File: src/rtl/systolic_pkg.sv
// Shared types and helpers for the systolic array controller.
//   sac_state_t : controller phase encoding
//   pipe_lat()  : array pipeline latency, rows + cols - 1
package systolic_pkg;

    typedef enum logic [2:0] {
        S_IDLE,
        S_CLEAR,
        S_LOAD_W,
        S_STREAM,
        S_DRAIN,
        S_DONE
    } sac_state_t;

    function automatic int unsigned pipe_lat(input int unsigned rows, input int unsigned cols);
        return rows + cols - 1;
    endfunction

endpackage

File: src/rtl/sac_step_counter.sv
// Loadable, enable-gated up-counter with terminal-count flag.
//   clk, rst_n  : clock, async active-low reset
//   load        : load load_val (priority over en)
//   en          : increment by one
//   term        : terminal value; tc = (cnt == term)
//   cnt         : registered count
//   cnt_nxt     : value cnt takes after the next edge
module sac_step_counter #(
    parameter int unsigned W = 8
) (
    input  logic         clk,
    input  logic         rst_n,
    input  logic         load,
    input  logic [W-1:0] load_val,
    input  logic         en,
    input  logic [W-1:0] term,
    output logic [W-1:0] cnt,
    output logic [W-1:0] cnt_nxt,
    output logic         tc
);

    logic [W-1:0] cnt_q;
    logic [W-1:0] cnt_d;

    always_comb begin
        cnt_d = cnt_q;
        if (load) begin
            cnt_d = load_val;
        end else if (en) begin
            cnt_d = cnt_q + W'(1);
        end
    end

    always_ff @(posedge clk or negedge rst_n) begin
        if (!rst_n) begin
            cnt_q <= '0;
        end else begin
            cnt_q <= cnt_d;
        end
    end

    assign cnt     = cnt_q;
    assign cnt_nxt = cnt_d;
    assign tc      = (cnt_q == term);

endmodule

File: src/rtl/systolic_array_controller.sv
// Job sequencer for a ROWS x COLS weight-stationary systolic array:
// clear -> shift weights (one row/cycle) -> stream K vectors -> drain.
// Optional macro SAC_WEIGHT_REUSE_EN adds KEEP_WEIGHTS: once a job has
// completed since reset, a START with KEEP_WEIGHTS=1 skips clear/load.
//   CLK, ASYNC_RST      : clock, async active-low reset
//   START, NUM_VECTORS  : job request (IDLE only) and vector count K
//   STALL               : freezes LOAD_W/STREAM/DRAIN progress
//   BUSY, DONE          : job in progress, 1-cycle end pulse
//   PE_EN/LOAD/SYNC_RST : array controls
//   W_RD_*, IN_RD_*     : buffer read ports (1-cycle latency)
//   IN_VALID            : array input carries real data
//   OUT_WR_*            : result buffer write port
module systolic_array_controller
    import systolic_pkg::*;
#(
    parameter int unsigned ROWS    = 4,
    parameter int unsigned COLS    = 4,
    parameter int unsigned MAX_VEC = 256,
    parameter int unsigned ADDR_W  = 8,
    localparam int unsigned CNT_W  = $clog2(MAX_VEC + 1)
) (
    input  logic              CLK,
    input  logic              ASYNC_RST,
    input  logic              START,
    input  logic [CNT_W-1:0]  NUM_VECTORS,
    input  logic              STALL,
`ifdef SAC_WEIGHT_REUSE_EN
    input  logic              KEEP_WEIGHTS,
`endif
    output logic              BUSY,
    output logic              DONE,
    output logic              PE_EN,
    output logic              PE_LOAD,
    output logic              PE_SYNC_RST,
    output logic              W_RD_EN,
    output logic [ADDR_W-1:0] W_RD_ADDR,
    output logic              IN_RD_EN,
    output logic [ADDR_W-1:0] IN_RD_ADDR,
    output logic              IN_VALID,
    output logic              OUT_WR_EN,
    output logic [ADDR_W-1:0] OUT_WR_ADDR
);

    localparam int unsigned L  = pipe_lat(ROWS, COLS);
    localparam int unsigned SW = CNT_W + 1;

    sac_state_t        state_q, state_d;
    logic [CNT_W-1:0]  k_q, k_d;
    logic [CNT_W-1:0]  k_sat;

    logic              busy_q, busy_d;
    logic              done_q, done_d;
    logic              pe_en_q, pe_en_d;
    logic              pe_load_q, pe_load_d;
    logic              pe_srst_q, pe_srst_d;
    logic              w_rd_en_q, w_rd_en_d;
    logic [ADDR_W-1:0] w_rd_addr_q, w_rd_addr_d;
    logic              in_rd_en_q, in_rd_en_d;
    logic              in_valid_q, in_valid_d;
    logic              out_wr_en_q, out_wr_en_d;

    logic              stall_act;
    logic              reuse_ok;
    logic              in_rd_start_c;
    logic              in_rd_fire;
    logic              out_wr_fire;

    logic [CNT_W-1:0]  step_q, step_nxt, step_term;
    logic              step_tc, step_ld, step_en;
    logic [ADDR_W-1:0] rd_addr_q, rd_addr_nxt;
    logic [ADDR_W-1:0] wr_addr_q, wr_addr_nxt;
    logic              rd_tc, wr_tc;
    logic              cnt_clr;
    logic              unused_ok;

    assign k_sat = (NUM_VECTORS > CNT_W'(MAX_VEC)) ? CNT_W'(MAX_VEC) : NUM_VECTORS;

    // STALL only freezes the phases that move data through the array.
    assign stall_act = STALL & (state_q inside {S_LOAD_W, S_STREAM, S_DRAIN});

`ifdef SAC_WEIGHT_REUSE_EN
    logic wv_q, wv_d;

    // Weights become valid once a full job has drained; reset clears them.
    assign wv_d     = wv_q | ((state_q == S_DRAIN) & (state_d == S_DONE));
    assign reuse_ok = KEEP_WEIGHTS & wv_q;

    always_ff @(posedge CLK or negedge ASYNC_RST) begin
        if (!ASYNC_RST) begin
            wv_q <= 1'b0;
        end else begin
            wv_q <= wv_d;
        end
    end
`else
    assign reuse_ok = 1'b0;
`endif

    // A reuse job must fetch vector 0 in the START cycle itself.
    assign in_rd_start_c = (state_q == S_IDLE) & START & reuse_ok & (k_sat != '0);

    // Next-state logic.
    always_comb begin
        state_d = state_q;
        k_d     = k_q;
        case (state_q)
            S_IDLE: begin
                if (START) begin
                    k_d = k_sat;
                    if (k_sat == '0) begin
                        state_d = S_DONE;
                    end else if (reuse_ok) begin
                        state_d = S_STREAM;
                    end else begin
                        state_d = S_CLEAR;
                    end
                end
            end
            S_CLEAR:  state_d = S_LOAD_W;
            S_LOAD_W: if (!stall_act && step_tc) state_d = S_STREAM;
            S_STREAM: if (!stall_act && step_tc) state_d = S_DRAIN;
            S_DRAIN:  if (!stall_act && step_tc) state_d = S_DONE;
            S_DONE:   state_d = S_IDLE;
            default:  state_d = S_IDLE;
        endcase
    end

    // Phase step counter: restarts at 0 on every phase change.
    always_comb begin
        step_term = '0;
        case (state_q)
            S_LOAD_W: step_term = CNT_W'(ROWS - 1);
            S_STREAM: step_term = k_q - CNT_W'(1);
            S_DRAIN:  step_term = CNT_W'(L - 1);
            default:  step_term = '0;
        endcase
    end

    assign step_ld = (state_d != state_q);
    assign step_en = ~stall_act & (state_q inside {S_LOAD_W, S_STREAM, S_DRAIN});

    sac_step_counter #(.W(CNT_W)) u_step_cnt (
        .clk      (CLK),
        .rst_n    (ASYNC_RST),
        .load     (step_ld),
        .load_val ('0),
        .en       (step_en),
        .term     (step_term),
        .cnt      (step_q),
        .cnt_nxt  (step_nxt),
        .tc       (step_tc)
    );

    // Read/write addresses advance on each issued access and rewind at job end.
    assign cnt_clr = (state_d == S_DONE);

    sac_step_counter #(.W(ADDR_W)) u_rd_cnt (
        .clk      (CLK),
        .rst_n    (ASYNC_RST),
        .load     (cnt_clr),
        .load_val ('0),
        .en       (in_rd_fire),
        .term     ('0),
        .cnt      (rd_addr_q),
        .cnt_nxt  (rd_addr_nxt),
        .tc       (rd_tc)
    );

    sac_step_counter #(.W(ADDR_W)) u_wr_cnt (
        .clk      (CLK),
        .rst_n    (ASYNC_RST),
        .load     (cnt_clr),
        .load_val ('0),
        .en       (out_wr_fire),
        .term     ('0),
        .cnt      (wr_addr_q),
        .cnt_nxt  (wr_addr_nxt),
        .tc       (wr_tc)
    );

    // Outputs for the upcoming cycle, decoded from next state and next step.
    always_comb begin
        busy_d      = state_d inside {S_CLEAR, S_LOAD_W, S_STREAM, S_DRAIN};
        done_d      = (state_d == S_DONE);
        pe_en_d     = state_d inside {S_LOAD_W, S_STREAM, S_DRAIN};
        pe_load_d   = (state_d == S_LOAD_W);
        pe_srst_d   = (state_d == S_CLEAR);
        in_valid_d  = (state_d == S_STREAM);
        w_rd_en_d   = 1'b0;
        w_rd_addr_d = '0;
        in_rd_en_d  = 1'b0;
        out_wr_en_d = 1'b0;
        case (state_d)
            S_CLEAR: begin
                w_rd_en_d   = 1'b1;
                w_rd_addr_d = ADDR_W'(ROWS - 1);
            end
            S_LOAD_W: begin
                // Rows are fetched one step ahead; the last step prefetches vector 0.
                if (step_nxt < CNT_W'(ROWS - 1)) begin
                    w_rd_en_d   = 1'b1;
                    w_rd_addr_d = ADDR_W'(ROWS - 2) - ADDR_W'(step_nxt);
                end else begin
                    in_rd_en_d = 1'b1;
                end
            end
            S_STREAM: begin
                in_rd_en_d  = (step_nxt < (k_d - CNT_W'(1)));
                out_wr_en_d = (step_nxt >= CNT_W'(L));
            end
            S_DRAIN: begin
                // Results emerge L steps after their vector entered the array.
                out_wr_en_d = ((SW'(step_nxt) + SW'(k_d)) >= SW'(L));
            end
            default: ;
        endcase
    end

    always_ff @(posedge CLK or negedge ASYNC_RST) begin
        if (!ASYNC_RST) begin
            state_q     <= S_IDLE;
            k_q         <= '0;
            busy_q      <= 1'b0;
            done_q      <= 1'b0;
            pe_en_q     <= 1'b0;
            pe_load_q   <= 1'b0;
            pe_srst_q   <= 1'b0;
            w_rd_en_q   <= 1'b0;
            w_rd_addr_q <= '0;
            in_rd_en_q  <= 1'b0;
            in_valid_q  <= 1'b0;
            out_wr_en_q <= 1'b0;
        end else begin
            state_q     <= state_d;
            k_q         <= k_d;
            busy_q      <= busy_d;
            done_q      <= done_d;
            pe_en_q     <= pe_en_d;
            pe_load_q   <= pe_load_d;
            pe_srst_q   <= pe_srst_d;
            w_rd_en_q   <= w_rd_en_d;
            w_rd_addr_q <= w_rd_addr_d;
            in_rd_en_q  <= in_rd_en_d;
            in_valid_q  <= in_valid_d;
            out_wr_en_q <= out_wr_en_d;
        end
    end

    // Stall masks the strobes in the same cycle; the registered values hold.
    assign in_rd_fire  = (in_rd_en_q & ~stall_act) | in_rd_start_c;
    assign out_wr_fire = out_wr_en_q & ~stall_act;

    assign BUSY        = busy_q;
    assign DONE        = done_q;
    assign PE_EN       = pe_en_q & ~stall_act;
    assign PE_LOAD     = pe_load_q & ~stall_act;
    assign PE_SYNC_RST = pe_srst_q;
    assign W_RD_EN     = w_rd_en_q & ~stall_act;
    assign W_RD_ADDR   = w_rd_addr_q;
    assign IN_RD_EN    = in_rd_fire;
    assign IN_RD_ADDR  = rd_addr_q;
    assign IN_VALID    = in_valid_q;
    assign OUT_WR_EN   = out_wr_fire;
    assign OUT_WR_ADDR = wr_addr_q;

    assign unused_ok = ^{step_q, rd_addr_nxt, rd_tc, wr_addr_nxt, wr_tc};

endmodule

File: config.mk
export PLATFORM = sky130hd
export DESIGN_NAME = systolic_array_controller
export DESIGN_NICKNAME = d
export VERILOG_FILES = /design/src/rtl/systolic_pkg.sv /design/src/rtl/sac_step_counter.sv /design/src/rtl/systolic_array_controller.sv
export SDC_FILE = /design/constraint.sdc
export NUM_CORES = 1
export LEC_CHECK = 0
export BUFFER_PORTS_ARGS = -buffer_cell sky130_fd_sc_hd__buf_4
export CAP_MARGIN = 20
export CORE_AREA = 2 2 89 91
export DETAILED_ROUTE_END_ITERATION = 12
export DIE_AREA = 0 0 91 93
export PLACE_DENSITY = 0.86
export RECOVER_POWER = 100
export SLEW_MARGIN = 20
export SYNTH_ARGS = -nofsm -noshare
export SYNTH_HDL_FRONTEND = slang
export SYNTH_HIERARCHICAL = 1
export SYNTH_SLANG_ARGS = --single-unit
File: constraint.sdc
create_clock -name CLK -period 4 [get_ports CLK]
set_input_delay 0.6 -clock CLK [delete_from_list [all_inputs] [get_ports CLK]]
set_output_delay 0.6 -clock CLK [all_outputs]
set_load 0.02 [all_outputs]
# After elaboration in Yosys (flattened, before gate mapping)
# Index checks and enable logic that the tools add are counted.
# word_totals
wordCells,78
regBits,54
output_inout_bits,33
input_bits,13
# classes
n_addsub,7
bitwise_logic,8
reduce_logical,9
n_lt_le_gt_ge,5
n_mux,23
n_eq_ne,11
# ops
op,n
9-bit 2-to-1 mux,5
8-bit 2-to-1 mux,5
9-bit case mux with 3 select lines,1
"9-bit by 1-bit subtractor with 9-bit output, second input constant",2
"8-bit by 1-bit adder with 8-bit output, second input constant",2
8-bit case mux with 2 select lines,1
3-bit 2-to-1 mux,5
3-bit case mux with 5 select lines,1
"3-bit by 2-bit equality test with 1-bit output, second input constant",4
9-bit by 9-bit adder with 10-bit output,1
"10-bit by 3-bit >= comparator with 1-bit output, second input constant",1
"9-bit by 1-bit adder with 9-bit output, second input constant",1
"3-bit equality test, second input constant",3
9-bit equality test,1
"9-bit by 3-bit >= comparator with 1-bit output, second input constant",1
"9-bit > comparator, second input constant",1
9-bit logical NOT,1
"9-bit by 2-bit less-than comparator with 1-bit output, second input constant",1
9-bit less-than comparator,1
"2-bit by 8-bit subtractor with 8-bit output, first input constant",1
1-bit bitwise AND,7
"3-bit by 1-bit equality test with 1-bit output, second input constant",2
1-bit case mux with 2 select lines,3
3-bit nonzero test,2
8 further kinds,10

# Depth between registers and ports, before layout
# Gate-level depths: netlist of run 1.
# depth
ltp_word,12
mapped_depth,21
depth_no_buf,19

# Modules after synthesis
# Netlist of run 1, hierarchy kept.
# by_module_without_submodules
mod,cells_per_inst,seq_area_each_um2,area_per_inst_um2,n_inst
systolic_array_controller,229,725.7,2190.9,1
sac_step_counter at u_rd_cnt ...,61,200.2,550.5,2
sac_step_counter at u_step_cnt,65,225.2,594.3,1

# Worst setup path before layout of run 1
# No wires, ideal clock.
# synth_timing
kind,flip-flop to flip-flop
startpoint,register k_q[2]
endpoint,register w_rd_addr_q[0] (netlist: W_RD_ADDR[0])
synth_period_minus_slack_ns,4.288
t_required_ns,3.924
n_path_buf,2
setup_ns,0.076
path_stages_with_launch,20
arrival_time_ns,4.211
setup_slack_ns,-0.288
path_cell_list,dfrtp_1 -> nor3_1 -> or3b_2 -> xor2_1 -> nor2_1 -> xnor2_1 -> nand3_1 -> nor4_1 -> nor2b_1 -> nand2_1 -> a32oi_1 -> clkbuf_1 -> inv_1 -> o311a_1 -> a221o_1 -> nor4_1 -> nand3_1 -> or3_1 -> clkbuf_1 -> o21ai_1
# synth_via
elab_chain_cells,11
word_cells_on_any_way,16
cone_classes,add/sub (2); order compare (1); eq/ne (4); mux (8); reduce/logical (1)
# synth_rtl
element,line,source
from (decl),systolic_array_controller.sv:48,"logic [CNT_W-1:0] k_q, k_d;"
from (signal assigned),systolic_array_controller.sv:235,k_q <= k_d;
9-bit by 1-bit subtractor with 9-bit output (*),systolic_array_controller.sv:133,S_STREAM: step_term = k_q - CNT_W'(1);
9-bit case mux with 3 select lines (*),systolic_array_controller.sv:131,case (state_q)
named net step_term[5],systolic_array_controller.sv:68,"logic [CNT_W-1:0] step_q, step_nxt, step_term;"
9-bit equality test (*),sac_step_counter.sv:44,assign tc = (cnt_q == term);
named net step_tc,systolic_array_controller.sv:69,"logic step_tc, step_ld, step_en;"
1-bit logical AND (*),"systolic_array_controller.sv:120, systolic_array_controller.sv:121, systolic_array_controller.sv:122",
3-bit 2-to-1 mux (on tied branches),"systolic_array_controller.sv:122, systolic_array_controller.sv:120, systolic_array_controller.sv:121",
3-bit case mux with 5 select lines (*),systolic_array_controller.sv:106,case (state_q)
3-bit != test (*),systolic_array_controller.sv:139,assign step_ld = (state_d != state_q);
named net step_ld,systolic_array_controller.sv:69,
9-bit 2-to-1 mux (*),sac_step_counter.sv:27,if (load) begin
named net step_nxt[7],systolic_array_controller.sv:68,
9-bit by 2-bit less-than comparator with 1-bit output (*),systolic_array_controller.sv:200,if (step_nxt < CNT_W'(ROWS - 1)) begin
8-bit 2-to-1 mux (*),systolic_array_controller.sv:200,
8-bit case mux with 2 select lines (*),systolic_array_controller.sv:193,case (state_d)
named net w_rd_addr_d[0],systolic_array_controller.sv:57,"logic [ADDR_W-1:0] w_rd_addr_q, w_rd_addr_d;"
to (signal assigned),systolic_array_controller.sv:242,w_rd_addr_q <= w_rd_addr_d;
to (decl),systolic_array_controller.sv:57,
# The timed path passes the listed nets; every way through them passes the cells marked *.
# A chain may end at the register's enable or synchronous reset.

# Worst setup path in the final report of run 1
# layout_timing
startpoint,register k_q[3]
endpoint,register in_rd_en_q
# layout_via
elab_chain_cells,11
word_cells_on_any_way,19
cone_classes,add/sub (2); order compare (2); eq/ne (4); mux (10); reduce/logical (1)
# layout_rtl
element,line,source
9-bit by 1-bit subtractor with 9-bit output (*),systolic_array_controller.sv:133,
9-bit case mux with 3 select lines (*),systolic_array_controller.sv:131,
named net step_term[8],systolic_array_controller.sv:68,
9-bit equality test (*),sac_step_counter.sv:44,
named net step_tc,systolic_array_controller.sv:69,
1-bit logical AND (*),"systolic_array_controller.sv:120, systolic_array_controller.sv:121, systolic_array_controller.sv:122",
3-bit 2-to-1 mux (on tied branches),"systolic_array_controller.sv:122, systolic_array_controller.sv:120, systolic_array_controller.sv:121",
3-bit case mux with 5 select lines (*),systolic_array_controller.sv:106,
3-bit != test (*),systolic_array_controller.sv:139,
named net step_ld,systolic_array_controller.sv:69,
9-bit 2-to-1 mux (*),sac_step_counter.sv:27,
named net step_nxt[5],systolic_array_controller.sv:68,
9-bit by 2-bit less-than comparator with 1-bit output,systolic_array_controller.sv:200,
1-bit 2-to-1 mux,systolic_array_controller.sv:200,
1-bit case mux with 2 select lines (*),systolic_array_controller.sv:193,
named net in_rd_en_d,systolic_array_controller.sv:58,"logic in_rd_en_q, in_rd_en_d;"
to (signal assigned),systolic_array_controller.sv:243,in_rd_en_q <= in_rd_en_d;
to (decl),systolic_array_controller.sv:58,
# Marked as above.

==> flow_summary.yaml, run 1 <==
clocking:
  htreeDepth: 2
  root_buffer: "clkbuf_8"
  clkTransAtPathRegs_ns: 0.10
  cts_buffer_depth: 2
  clkLatencyLatePin_ns: 0.31
  cts_hold_buf: 0
  cts_tree: "done"
  clock-sinks: 54
  numCtsBuffers: 5
die:
  core-area_um2: 7530
  die_area_um2: 8460
  io_pins: 46
  die_height_um: 93
  start_util_pct: 49.3
  die_w_um: 91
  rows: 32
route:
  vias: 3338
  drc_errors: 0
  ant_nets: 0
  firstDrtPassIters: 5
  viasPerCell: 5.58
  wl_um: 9460
  drtIter0Drc: 277
  wl_per_cell_um: 15.8
power:
  ir_worst_vdd_mv: 0.336
  finalPower_mw: 3.41
  seq_power_share_pct: 27.3
  p_switching_mw: 1.62
  combPwrFrac_pct: 63.3
  swShare_pct: 47.5
  p_int_mw: 1.79
  power_leakage_nw: 2.04
  p_per_area_nw_per_um2: 747
  clockPowerShare_pct: 9.5
min_path:
  hold_path.class: "register to register"
placed_design:
  portBuffers: 45
  gp_congestion: 0.981
  hpwlAfterDp_um: 6700
final_layout:
  seqCellArea_um2: 1350
  antenna_cells: 0
  fin_util_pct: 60.6
  syn_to_final_growth_pct: 22.9
  fin_nets: 534
  multiInputGateArea_um2: 2400
  drive_above_1_share_pct: 21.4
  nFillCells: 684
global_route:
  grt_pass1_wl_um: 14700
  grt_pass1_vias: 3118
  grt_usage_pct: 21.4
  grt.overflow.total: 0
  antenna_found_initial: 0
  grt_max_degree: 55
worst_setup_path:
  worst-path-buf-inv: 5
  crit_fanout: 6
  path_class: "register to register"
  slowest_stage: "dfrtp_2"
  crit_required_ns: 4.21
  worstSetupEndpointType: "register"
  crit_family: "simple AND/OR/NAND/NOR gates"
  crit_chain: "nor4_4, buf_4, buf_6, nand3_4, xor2_1, nor2_1, xnor2_1, nand3_1, nor4_4, nor2b_4, nand2_2, a32oi_1, buf_4, inv_4, buf_6, o211ai_1, nand3_2, ha_4, o21a_1, o2111ai_2, a21o_1, a32o_1"
  cp.arrival_ns: 4.37
  startpoint_type: "register"
  slowest_delay_ns: 0.45
sta:
  finalSetupViolations: 8
  finalMaxSlewViolations: 55
  fin_ws_ns: -0.161
  finalHoldViolations: 0
  skew_ns: 0.00624
  max-slew-margin-rel_pct: -82.9
  fmax_ghz: 0.240
  fin_crit_sh_pct: 104
  worst_pin_slew_ns: 2.74
  rsz0062_at_grt: "yes"
  period_needed_ns: 4.16
logic_synthesis:
  avgSynthCellArea_um2: 9.43
  synthesis.area_um2: 3710
  ys_warn_count: 6
  synth_cells: 394
run_status:
  failed_checks: "max-capacitance violations, max-slew violations, negative setup slack"
  run_status: "complete, but fails checks"
run:
  max_cap_viol_count: 1
## power groups by stage
stage | Sequential [mW] | Clock [mW] | Combinational [mW]
2_1_floorplan | 0.968 | 0 | 1.23
3_3_place_gp | 0.920 | 0 | 1.81
3_5_place_dp | 0.929 | 0 | 1.90
4_1_cts | 0.922 | 0.325 | 1.98
5_1_grt | 0.954 | 0.354 | 2.35
6_report | 0.930 | 0.322 | 2.16
## registers in the layout (all words and copies together), names as in the netlist, 3 cells and up
| signal | count |
|---|---|
| k_q | 9 |
| u_step_cnt/cnt | 9 |
| W_RD_ADDR | 8 |
| u_rd_cnt/cnt | 8 |
| u_wr_cnt/cnt | 8 |
| state_q | 3 |
## final timing paths
| kind | cells after the start | start | slack (ns) | to |
|---|---|---|---|---|
| max | 22 | k_q[3] | -0.16 | in_rd_en_q |
| min | 1 | state_q[2] | 0.57 | state_q[1] |
| max reg2reg | 22 | k_q[3] | -0.16 | in_rd_en_q |
| min reg2reg | 1 | state_q[2] | 0.57 | state_q[1] |
| max in group asynchronous | 1 | ASYNC_RST | 1.10 | k_q[3] |
| min in group asynchronous | 1 | ASYNC_RST | 1.15 | W_RD_ADDR[3] |
## metal layers
layer | share of wire [%] | global-route usage, %
met1 | 40 | 26.4
met2 | 51 | 38.5
met3 | 6.0 | 3.79
met4 | 2.8 | 5.81
met5 | 0 | 0
## cells in the final DEF, fill, tap and decap left out, drive strengths merged, types with 2 or more instances in the layout
cell type  count
and2           5
nand2         53
xor2          21
o21bai         2
nor3          11
nand2b        12
conb          28
buf           55
or4            9
o211ai         4
nor2b         10
mux2i          5
inv           12
o21ai         35
ha            25
clkbuf        36
and3           2
o311ai         2
and2b          3
nor2          20
or3b           2
o21a           2
nor4           8
xnor2         18
a211oi         2
dfrtp         54
nand4         12
a21o           4
nand3         17
a21oi          9
## metrics by stage
stage                     setup slack (ns)  setup TNS (ns)  instances  cell area [µm²]  hold WS, ns
after global placement             -0.0259         -0.0346        578             4380        0.535
after global routing                -0.369           -2.74        598             4560        0.593
after CTS                          -0.0207         -0.0207        592             4550        0.336
after floorplan                    0.00861               0        421             3840        0.304
final                               -0.161           -1.07        598             4560        0.569
after detailed placement            -0.161          -0.846        578             4380        0.535
## area by class of cell
type / count / area share [%]
clock buffer: 5 / 1.51
clock inverter: 3 / 0.576
tap: 102 / 2.80
timing repair buffer: 86 / 12.0
multi-input combinational: 338 / 52.6
inverter: 10 / 0.877
sequential: 54 / 29.6
## repair_timing
action / 4_1_cts / 5_1_grt
hold endpoints to repair: 0 / 0
setup buffers: 6 / 6
setup endpoints to repair: 8 / 8
pin swaps: 10 / 21
resized for setup: 9 / 24
No activity file was read; power rests on OpenSTA's default activity.
==> inputs of run 2 (changes only) <==
--- a/config.mk
+++ b/config.mk
@@ -17,3 +17,4 @@
 export SYNTH_HDL_FRONTEND = slang
 export SYNTH_HIERARCHICAL = 1
 export SYNTH_SLANG_ARGS = --single-unit
+export TNS_END_PERCENT = 1
==> run 2 against run 1 <==
Against the previous run:
- the run still ends with max-capacitance violations, max-slew violations, negative setup slack left
- design area unchanged
- first-iteration DRC count shrank 6.5%
- via count is 0.21% higher
- non-clock buffer count is the same
- clock-buffer cell count did not move
- highest routed layer unchanged
==> flow_summary.yaml, run 2 (same netlist as run 1, synthesis figures left out) <==
min_path:
  whs_endpoint: "state_q[1]"
  hold_path.class: "register to register"
  worstHoldPathCells: 1
  hp-start: "state_q[2]"
worst_setup_path:
  reg2reg_slack_ns: -0.16
  cp.arrival_ns: 4.35
  reg2reg_from: "k_q[3]"
  worstSetupEndpointType: "register"
  r2r_cells: 21
  startpoint_type: "register"
  path_class: "register to register"
  slowest_delay_ns: 0.45
  path_common_cell: "buf_4"
  crit_fanout: 6
  worst-path-buf-inv: 4
  r2r-end: "out_wr_en_q"
  crit_required_ns: 4.18
  crit_chain: "nor4_4, buf_4, buf_4, nand2_2, xor2_1, nor2_1, xnor2_1, nand4_1, nor4_4, nor2b_4, nand2_2, a32oi_1, buf_4, inv_4, o311a_1, a221o_2, ha_1, nor4_1, and3_1, o211a_1, o32ai_1"
  slowest_stage: "dfrtp_2"
  crit_family: "simple AND/OR/NAND/NOR gates"
final_layout:
  layout_commonest_cell: "dfrtp_1"
  multiInputGateArea_um2: 2400
  seqCellArea_um2: 1350
  syn_to_final_growth_pct: 22.9
  drive_above_1_share_pct: 20.8
  stdcell_area_um2: 4560
  nFillCells: 683
  antenna_cells: 0
  final_cell_mix: "dfrtp_1, buf_4, nand2_1"
  fin_nets: 534
die:
  start_util_pct: 49.3
  rows: 32
  die_area_um2: 8460
  core-area_um2: 7530
  die_w_um: 91
  io_pins: 46
  die_height_um: 93
route:
  ant_nets: 0
  drtIter0Drc: 259
  drc_errors: 0
  wl_um: 9420
  viasPerCell: 5.59
  wl_per_cell_um: 15.8
  vias: 3345
  firstDrtPassIters: 5
sta:
  finalHoldViolations: 0
  hold_ws_ns: 0.567
  fin_ws_ns: -0.164
  worst_pin_slew_ns: 2.76
  rsz0062_at_grt: "yes"
  skew_ns: 0.00583
  fin_crit_sh_pct: 104
  max-slew-margin-rel_pct: -84.1
  period_needed_ns: 4.16
  fmax_ghz: 0.240
  finalMaxSlewViolations: 55
  finalSetupViolations: 8
global_route:
  grt.overflow.total: 0
  antenna_found_initial: 0
  grt_usage_pct: 21.4
  grt_pass1_vias: 3118
  grt_max_degree: 55
  grt_pass1_wl_um: 14700
clocking:
  numCtsBuffers: 5
  cts_tree: "done"
  root_buffer: "clkbuf_8"
  clkTransAtPathRegs_ns: 0.10
  cts_buffer_depth: 2
  clock-sinks: 54
  clkLatencyLatePin_ns: 0.31
  htreeDepth: 2
placed_design:
  hpwlAfterDp_um: 6700
  gp_congestion: 0.981
  place_ws_ns: -0.161
  portBuffers: 45
  post_dp_cell_area_um2: 4380
power:
  swShare_pct: 47.3
  finalPower_mw: 3.40
  ir_worst_vdd_mv: 0.336
  combPwrFrac_pct: 63.2
  p_per_area_nw_per_um2: 744
  clockPowerShare_pct: 9.5
  power_leakage_nw: 2.04
  p_int_mw: 1.79
  p_switching_mw: 1.60
  seq_power_share_pct: 27.4
run_status:
  failed_checks: "max-capacitance violations, max-slew violations, negative setup slack"
  run_status: "complete, but fails checks"
run:
  max_cap_viol_count: 1
==> run 2: cell counts in the layout (fill, tap and decap cells not counted) <==
Identical to the previous run, type by type.
==> run 2: stage by stage <==
step | setup TNS (ns) | std cells | utilization, %
2_1_floorplan | 0 | 421 | -
3_3_place_gp | -0.0346 | 578 | 58.2
3_5_place_dp | -0.846 | 578 | 58.2
4_1_cts | -0.0207 | 592 | 60.4
5_1_grt | -2.65 | 598 | 60.6
6_report | -1.04 | 598 | 60.6
==> run 2: layout make-up <==
cell class / instances / area share, %
Clock buffer: 5 / 1.51
Inverter: 10 / 0.877
Multi-Input combinational cell: 338 / 52.6
Tap cell: 102 / 2.80
Timing Repair Buffer: 86 / 12.0
Sequential cell: 54 / 29.6
Clock inverter: 3 / 0.576
==> run 2: layer usage <==
layer  track usage (%)  vias to the layer above  part of all wire (%)
met4              5.81                        0                   3.1
li1                  -                     1567                     -
met1              26.4                     1576                    40
met5                 0                        -                     0
met3              3.79                       37                   6.1
met2              38.5                      165                    51
==> run 2: worst max path at each step <==
| stage | startpoint | end | slack, ns | cells past startpoint |
|---|---|---|---|---|
| after floorplan | k_q[1] | W_RD_ADDR[0] | 0.009 | 19 |
| after global placement | k_q[2] | in_rd_en_q | -0.03 | 21 |
| after detailed placement | k_q[2] | out_wr_en_q | -0.16 | 20 |
| after CTS | k_q[2] | out_wr_en_q | -0.02 | 20 |
| after global routing | k_q[5] | W_RD_ADDR[1] | -0.36 | 22 |
| final | k_q[3] | out_wr_en_q | -0.16 | 21 |
==> run 2: power by group through the flow <==
stage                     clock network [mW]  registers, mW  logic, mW
final                                  0.321          0.930       2.14
after global routing                   0.354          0.954       2.33
after CTS                              0.325          0.922       1.98
after detailed placement                   0          0.929       1.90
after global placement                     0          0.920       1.81
after floorplan                            0          0.968       1.23
==> run 2: repair_timing <==
item                       CTS  global route
resized for setup            9            20
setup endpoints to repair    8             8
hold buffers                 0             0
pin swaps                   10            17
setup buffers                6             6
==> inputs of run 3 (changes only) <==
--- a/config.mk
+++ b/config.mk
@@ -5,7 +5,7 @@
 export SDC_FILE = /design/constraint.sdc
 export NUM_CORES = 1
 export LEC_CHECK = 0
-export BUFFER_PORTS_ARGS = -buffer_cell sky130_fd_sc_hd__buf_4
+export BUFFER_PORTS_ARGS = -buffer_cell sky130_fd_sc_hd__buf_2
 export CAP_MARGIN = 20
 export CORE_AREA = 2 2 89 91
 export DETAILED_ROUTE_END_ITERATION = 12
==> run 3 against run 2 <==
Against the previous run:
- the flow finishes with violations (max-capacitance violations, negative setup slack)
- worst setup slack got worse by 0.094 ns
- sequential power rose by 0.9%
- via count rose by 0.51%
- clock skew increased by 0.0047 ns
- clock power barely moved
- power grew 2.4%
- critical path depth decreased by 2
- die area unchanged
- register-to-register slack worse by 0.09 ns
- fmax down 2.2%
- sequential cell count stayed put
- critical path type unchanged
- largest cell class unchanged
- highest routed layer unchanged
==> flow_summary.yaml, run 3 (same netlist as run 1, synthesis figures left out) <==
power:
  combPwrFrac_pct: 63.9
  ir_worst_vdd_mv: 0.390
  seq_power_share_pct: 27.0
  p_int_mw: 1.85
  clockPowerShare_pct: 9.2
  p_per_area_nw_per_um2: 765
  finalPower_mw: 3.48
  p_switching_mw: 1.63
  swShare_pct: 46.9
  power_leakage_nw: 2.06
worst_setup_path:
  path_common_cell: "buf_4"
  reg2reg_slack_ns: -0.26
  slowest_stage: "dfrtp_1"
  worstSetupEndpointType: "register"
  crit_chain: "buf_4, nor3_4, or3b_4, xor2_1, nor2_1, xnor2_1, nand3_1, nor4_4, nor2b_4, nand2_2, a32oi_1, buf_4, inv_2, o311a_1, a221o_1, ha_1, a21o_1, a21oi_1, a32o_1"
  path_class: "register to register"
  slowest_delay_ns: 0.44
  startpoint_type: "register"
  path_depth: 19
  crit_required_ns: 4.26
  crit_family: "compound AO/OA/AOI/OAI gates"
  crit_fanout: 5
  reg2reg_from: "k_q[2]"
  r2r_cells: 19
  r2r-end: "in_rd_en_q"
  cp.arrival_ns: 4.52
  worst-path-buf-inv: 3
  cp-startpoint: "k_q[2]"
clocking:
  root_buffer: "clkbuf_8"
  cts_buffer_depth: 2
  clkTransAtPathRegs_ns: 0.10
  cts_hold_buf: 0
  clock-sinks: 54
  clkLatencyLatePin_ns: 0.32
  cts_tree: "done"
  htreeDepth: 2
  numCtsBuffers: 5
route:
  wl_per_cell_um: 16.3
  drc_errors: 0
  vias: 3362
  ant_nets: 0
  wl_um: 9820
  firstDrtPassIters: 4
  drtIter0Drc: 214
  viasPerCell: 5.57
sta:
  worst_pin_slew_ns: 1.49
  tns_ns: -1.09
  fin_ws_ns: -0.257
  skew_ns: 0.0106
  fin_crit_sh_pct: 106
  max-slew-margin-rel_pct: 0.561
  period_needed_ns: 4.26
  finalSetupViolations: 8
  finalMaxSlewViolations: 0
  finalHoldViolations: 0
  fmax_ghz: 0.235
  rsz0062_at_grt: "yes"
die:
  io_pins: 46
  rows: 32
  start_util_pct: 49.3
  die_height_um: 93
  die_area_um2: 8460
  die_w_um: 91
  core-area_um2: 7530
min_path:
  worstHoldPathCells: 2
  hold_path.class: "register to register"
  hp-start: "u_wr_cnt/cnt[7]"
  whs_endpoint: "u_wr_cnt/cnt[7]"
run_status:
  run_status: "complete, but fails checks"
  failed_checks: "max-capacitance violations, negative setup slack"
placed_design:
  dp_cells: 576
  portBuffers: 45
  gp_congestion: 0.944
  post_dp_cell_area_um2: 4250
  hpwlAfterDp_um: 6790
global_route:
  grt_max_degree: 41
  grt_pass1_wl_um: 15700
  grt_pass1_vias: 3306
  grt.overflow.total: 0
  antenna_found_initial: 0
  grt_usage_pct: 23.0
final_layout:
  final_cell_mix: "dfrtp_1, nand2_1, buf_4"
  fin_nets: 540
  layout_commonest_cell: "dfrtp_1"
  drive_above_1_share_pct: 21.7
  syn_to_final_growth_pct: 22.4
  stdcell_area_um2: 4550
  antenna_cells: 0
  final_cells: 604
  nFillCells: 628
  fin_util_pct: 60.4
run:
  max_cap_viol_count: 1
[run 3: how the worst max path moves through the flow]
| stage | endpoint | slack [ns] |
|---|---|---|
| 2_1_floorplan | W_RD_ADDR[0] | 0.009 |
| 3_3_place_gp | out_wr_en_q | -0.006 |
| 3_5_place_dp | W_RD_ADDR[6] | -0.20 |
| 4_1_cts | in_rd_en_q | 0.004 |
| 5_1_grt | out_wr_en_q | -0.39 |
| 6_report | in_rd_en_q | -0.26 |
[run 3: per-layer routing]
metal  part of all wire, %  up-vias  routed length (µm)  global-route usage (%)
met2                    50      154                4910                    40.4
met4                   4.0        0                 397                    9.72
met5                     0        -                   0                       0
met1                    39     1579                3850                    27.8
met3                   6.8       47                 671                    4.19
li1                      -     1582                   -                       -
[run 3: worst min-delay path, delay by kind of cell, from the launching register on]
family           cells  cell delay (ns)
DFF                  1             0.37
and+or+nand+nor      2             0.19
[run 3: final cells by class]
class	instances	area, µm²	area share (%)
clock buffer	5	68.8	1.51
inverter	10	37.5	0.826
sequential	54	1350	29.7
tap	102	128	2.81
clock inverter	3	25.0	0.550
multi-input combinational	338	2380	52.4
timing repair buffer	92	551	12.1
[run 3: power by group through the flow]
| stage | Combinational [mW] | Sequential (mW) | Clock [mW] |
|---|---|---|---|
| floorplan | 1.23 | 0.968 | 0 |
| global placement | 1.76 | 0.917 | 0 |
| detailed placement | 1.84 | 0.926 | 0 |
| CTS | 2.03 | 0.923 | 0.323 |
| global route | 2.42 | 0.961 | 0.347 |
| finish | 2.22 | 0.938 | 0.319 |
[run 3: repair_timing]
action,CTS,global route
pin swaps,8,5
setup endpoints to repair,8,8
buffers inserted,18,2
gates resized for setup,12,13
hold endpoints to repair,0,0
[run 3: stage by stage]
| stage | setup slack [ns] | hold WS [ns] |
|---|---|---|
| floorplan | 0.00861 | 0.304 |
| global placement | -0.00634 | 0.553 |
| finish | -0.257 | 0.590 |
| global route | -0.386 | 0.618 |
| detailed placement | -0.205 | 0.567 |
| CTS | 0.00392 | 0.298 |
